## config.mk

```make
export PLATFORM = sky130hd
export DESIGN_NAME = norm32
export DESIGN_NICKNAME = d
export VERILOG_FILES = /design/src/rtl/norm32.sv
export SDC_FILE = /design/constraint.sdc
export NUM_CORES = 1
export LEC_CHECK = 0
export CAP_MARGIN = 20
export CORE_UTILIZATION = 60
export DETAILED_ROUTE_END_ITERATION = 8
export PLACE_DENSITY = 0.85
export SLEW_MARGIN = 20
export SYNTH_ARGS = -nofsm -noshare
export SYNTH_HDL_FRONTEND = slang
export SYNTH_SLANG_ARGS = --single-unit
```

## constraint.sdc

```tcl
create_clock -name clk -period 9.4 [get_ports clk]
set_input_delay 1.88 -clock clk [delete_from_list [all_inputs] [get_ports clk]]
set_output_delay 1.88 -clock clk [all_outputs]
set_load 0.02 [all_outputs]
```

## src/rtl/norm32.sv

```systemverilog
// Multi-cycle leading-bit counter/normalizer for CLZ, CLO and NORM.
// A 5-step binary search (16/8/4/2/1) finds the shift that left-justifies T.
module norm32 #(
  parameter logic [4:0] CLZ  = 5'h10,
  parameter logic [4:0] CLO  = 5'h11,
  parameter logic [4:0] NORM = 5'h12
) (
  input  logic        clk,
  input  logic        reset,
  input  logic        start,
  input  logic [31:0] T,
  input  logic [4:0]  ntype,
  output logic        busy,
  output logic        done,
  output logic [31:0] Y_lo,
  output logic [31:0] Y_hi,
  output logic        C,
  output logic        V,
  output logic        N,
  output logic        Z
);

  typedef enum logic [1:0] {IDLE, SEARCH, DONE} state_e;

  state_e      state_q, state_d;
  logic [2:0]  k_q, k_d;
  logic [31:0] w_q, w_d;
  logic [31:0] t_q, t_d;
  logic        tb_q, tb_d;
  logic [5:0]  cnt_q, cnt_d;
  logic [5:0]  ylo_q, ylo_d;
  logic [31:0] yhi_q, yhi_d;
  logic        c_q, c_d, n_q, n_d, z_q, z_d;

  logic        load, fast, match;
  logic [5:0]  width, res_cnt;
  logic [31:0] res_val, res_shift;

  // Top w bits of the working register all equal the target bit.
  always_comb begin
    match = 1'b0;
    width = 6'd16 >> k_q;
    case (k_q)
      3'd0:    match = (w_q[31:16] == {16{tb_q}});
      3'd1:    match = (w_q[31:24] == {8{tb_q}});
      3'd2:    match = (w_q[31:28] == {4{tb_q}});
      3'd3:    match = (w_q[31:30] == {2{tb_q}});
      default: match = (w_q[31] == tb_q);
    endcase
  end

  always_comb begin
    state_d = state_q;
    k_d     = k_q;
    w_d     = w_q;
    t_d     = t_q;
    tb_d    = tb_q;
    cnt_d   = cnt_q;
    load    = 1'b0;
    fast    = 1'b0;
    res_cnt = cnt_q;
    res_val = t_q;
    case (state_q)
      IDLE: begin
        if (start) begin
          t_d     = T;
          cnt_d   = '0;
          k_d     = '0;
          w_d     = T;
          tb_d    = 1'b0;
          res_val = T;
          res_cnt = 6'd32;
          if (ntype == CLZ) begin
            fast = (T == '0);
          end else if (ntype == CLO) begin
            tb_d = 1'b1;
            fast = (T == '1);
          end else if (ntype == NORM) begin
            // Inverted sentinel in bit 0 bounds the run at 31 redundant bits.
            w_d  = {T[30:0], ~T[31]};
            tb_d = T[31];
          end else begin
            fast    = 1'b1;
            res_cnt = '0;
          end
          if (fast) begin
            load    = 1'b1;
            state_d = DONE;
          end else begin
            state_d = SEARCH;
          end
        end
      end
      SEARCH: begin
        if (match) begin
          w_d   = w_q << width;
          cnt_d = cnt_q + width;
        end
        k_d = k_q + 3'd1;
        if (k_q == 3'd4) begin
          load    = 1'b1;
          res_cnt = cnt_d;
          state_d = DONE;
        end
      end
      DONE:    state_d = IDLE;
      default: state_d = IDLE;
    endcase

    res_shift = res_val << res_cnt;
    ylo_d = ylo_q;
    yhi_d = yhi_q;
    c_d   = c_q;
    n_d   = n_q;
    z_d   = z_q;
    if (load) begin
      ylo_d = res_cnt;
      yhi_d = res_shift;
      n_d   = res_shift[31];
      z_d   = (res_cnt == 6'd0);
      c_d   = (res_cnt == 6'd32);
    end
  end

  always_ff @(posedge clk or negedge reset) begin
    if (!reset) begin
      state_q <= IDLE;
      k_q     <= '0;
      w_q     <= '0;
      t_q     <= '0;
      tb_q    <= 1'b0;
      cnt_q   <= '0;
      ylo_q   <= '0;
      yhi_q   <= '0;
      c_q     <= 1'b0;
      n_q     <= 1'b0;
      z_q     <= 1'b0;
    end else begin
      state_q <= state_d;
      k_q     <= k_d;
      w_q     <= w_d;
      t_q     <= t_d;
      tb_q    <= tb_d;
      cnt_q   <= cnt_d;
      ylo_q   <= ylo_d;
      yhi_q   <= yhi_d;
      c_q     <= c_d;
      n_q     <= n_d;
      z_q     <= z_d;
    end
  end

  assign busy = (state_q != IDLE);
  assign done = (state_q == DONE);
  assign Y_lo = {26'b0, ylo_q};
  assign Y_hi = yhi_q;
  assign C    = c_q;
  assign V    = 1'b0;
  assign N    = n_q;
  assign Z    = z_q;

endmodule

```

==> results.yml <==
cts:
  h-tree-depth: 4
  cts_resized: 0
  cts_setup_buffers: 0
  clk_pin_slew_worst_paths_ns: 0.06
  clock_latency_ns: 0.44
  numCtsBuffers: 17
  cts_tree: "done"
  hold_buffers: 0
  cts_buffer_depth: 2
  clock_sinks: 116
  root_buffer: "clkbuf_16"
sta:
  worst_slew_pin_slew_ns: 1.06
  max_freq_mhz: 195
  skew_ns: 0.0149
  tns_ns: 0
  hold_viol: 0
  rsz0062_at_grt: "no"
  finalSetupViolCount: 0
  slew_viol_final: 0
  max_slew_margin: 0.291
  period_share: 0.546
  fin_crit_ns: 5.14
hold_path:
  min_path_type: "flop to flop"
  hold_path_depth: 2
  hold_path.startpoint: "Z$_DFFE_PN0P_"
  min_to: "Z$_DFFE_PN0P_"
route:
  wl_met1_mm: 11.2
  detail_route.wl_per_cell_microns: 21.2
  vias: 8304
  viasPerCell: 6.69
  ant_nets: 0
  drt_iter0_markers: 1227
  drc: 0
  first_pass_iters: 7
  highest_layer: "met4"
  routed_wl_mm: 26.3
  wl_met2_mm: 11.5
  wl_met3_mm: 2.85
grt:
  grt_pass1_wl_mm: 40.5
  grt_max_degree: 74
  grt_pass1_vias: 7389
  grt_overflow: 0
  global_route.usage.total: 0.352
  antenna_found_initial: 0
synthesis:
  syn_area_sq_mm: 0.00893
  yosysSeqAreaShare: 0.325
  ys_seq_elements: 116
  synthDistinctLibCells: 67
  async_flop_share: 1.00
  synth_edf_count: 0
  synth_area_per_cell_sq_um: 8.90
  netlist_instances: 1004
  synth_top_area_frac: 0.325
  synthTopCellsByArea: "dfrtp_1, mux2i_1, nand2_1"
  yosysMostFrequentCell: "mux2i_1"
  synth_common_cells: "mux2i_1, nand2_1, dfrtp_1, a21oi_1, nor2_1"
  synth_top_area_cell: "dfrtp_1"
  ys_warn_count: 0
  synth_flop_cell: "dfrtp_1"
floorplan:
  die_w_microns: 124
  die_area_sq_mm: 0.0154
  initial_core_util: 0.615
  fp.dieH_microns: 124
  core_area_sq_mm: 0.0145
  io_pins: 110
  std_cell_rows: 44
worst_setup_path:
  cp-start-kind: "input pin"
  critical_path_required_ns: 9.77
  ff2ff_path_depth: 15
  reg2reg_from: "k_q[0]$_DFFE_PN0P_"
  critPathArrivalTime_ns: 5.51
  path_cells: "clkdlybuf4s50_1 -> nor4_1 -> nand4_1 -> or3_1 -> a22oi_1 -> o21ai_4 -> buf_4 -> nor3_2 -> and3_1 -> a221o_1"
  reg2reg_slack_ns: 4.39
  path_max_fanout: 47
  reg2reg_to: "Y_hi[22]$_DFFE_PN0P_"
  slowest_stage: "nor3_2"
  path_class: "input pin to flop"
  end_kind: "flop"
  slowest_delay_ns: 0.83
final_layout:
  finalInstanceArea_sq_mm: 0.0102
  area_delta_synth_final_pct: 14.7
  diodes: 0
  drive_gt1_frac: 0.0870
  nets: 1098
power:
  ir_worst_vdd_mv: 0.194
  total_leakage_power_nw: 4.72
  power.density_mw_per_mm2: 258
run:
  max_cap_viol_count: 0
status:
  status: "finished, final reports clean"
placed_design:
  hpwlAfterDp_mm: 18.8
  io_buffers: 82
  gp_congestion: 0.962
  place_area_sq_mm: 0.00965
state kept, by name, indices dropped and copies added, names as in the netlist, 2 cells and up:
name,flops
Y_hi,32
cnt_q,6
k_q,3
state_q,2
t_q,32
w_q,32
ylo_q,6
cell type report:
type,instances,area (sq um)
Inverter,45,169
Tap cell,184,230
Fill cell,1124,4290
Sequential cell,116,2900
Clock inverter,9,104
Clock buffer,21,480
Timing Repair Buffer,94,908
Multi-Input combinational cell,773,5450
cell families after synthesis:
group / after synthesis / share of synthesized area
XOR/XNOR: 5 / 0.00574
multiplexers: 205 / 0.242
adder cells (fa/ha/maj): 11 / 0.0162
AO/OA/AOI/OAI: 238 / 0.179
buffers and inverters: 141 / 0.0794
flip-flops: 116 / 0.325
other: 1 / 0.000420
AND/OR/NAND/NOR: 287 / 0.152
report_power, final:
part	leakage [nW]	switching [W]	internal, W	total [W]
registers	1.40	0.000132	0.000670	0.000802
logic	3.03	0.000708	0.000475	0.00118
clock network	0.287	0.000241	0.000413	0.000654
how the worst max path moves through the flow:
stage,to,slack (ns),from
2_1_floorplan,Y_hi[26]$_DFFE_PN0P_,5.12,k_q[0]$_DFFE_PN0P_
3_3_place_gp,Y_hi[7]$_DFFE_PN0P_,4.01,T[24]
3_5_place_dp,Y_hi[22]$_DFFE_PN0P_,3.97,T[3]
4_1_cts,Y_hi[27]$_DFFE_PN0P_,4.20,k_q[0]$_DFFE_PN0P_
5_1_grt,Y_hi[26]$_DFFE_PN0P_,4.13,start
6_report,Y_hi[22]$_DFFE_PN0P_,4.26,T[0]
layout by cell type, fill, tap and decap left out, types with 4 or more instances in the layout:
| cell | instances |
|---|---|
| mux4_2 | 6 |
| nor3_1 | 12 |
| o31ai_1 | 7 |
| conb_1 | 27 |
| o21a_1 | 9 |
| or4_1 | 4 |
| ha_1 | 10 |
| a22o_1 | 7 |
| nand2b_1 | 5 |
| o22ai_1 | 17 |
| nor2_1 | 61 |
| mux2_2 | 20 |
| a221o_1 | 10 |
| clkbuf_8 | 4 |
| a221oi_1 | 9 |
| mux2i_1 | 178 |
| nand2_1 | 125 |
| clkdlybuf4s50_1 | 81 |
| a21oi_1 | 74 |
| buf_4 | 13 |
| nand4_1 | 13 |
| o221ai_1 | 5 |
| and2_1 | 5 |
| dfrtp_1 | 116 |
| a32o_1 | 8 |
| nor4_1 | 15 |
| o21ai_0 | 34 |
| clkinv_2 | 4 |
| clkbuf_16 | 17 |
| xnor2_1 | 4 |
| a31oi_1 | 10 |
| and3_1 | 12 |
| nand3_1 | 16 |
| inv_1 | 45 |
| o211ai_1 | 16 |
stage by stage:
step / setup slack, ns / instances / util / hold slack [ns] / total power (W)
final: 4.26 / 1242 / 0.705 / 0.478 / 0.00264
after global routing: 4.13 / 1242 / 0.705 / 0.499 / 0.00277
after CTS: 4.20 / 1242 / 0.704 / 0.484 / 0.00260
after detailed placement: 3.97 / 1212 / 0.664 / 0.471 / 0.00194
after global placement: 4.01 / 1212 / 0.664 / 0.464 / 0.00192
after floorplan: 5.12 / 1030 / - / 0.440 / 0.00155
critical path, delay by kind of cell:
kind,cells,cell delay [ns]
and+or+nand+nor,5,2.26
buffers and inverters,2,0.82
AOI/OAI and AO/OA,3,0.54
routing by layer:
layer	up-vias	GRT usage
li1	3724	-
met1	3951	0.511
met2	551	0.515
met3	78	0.0824
met4	0	0.112
met5	-	0
(Power assumes the default switching activity.)
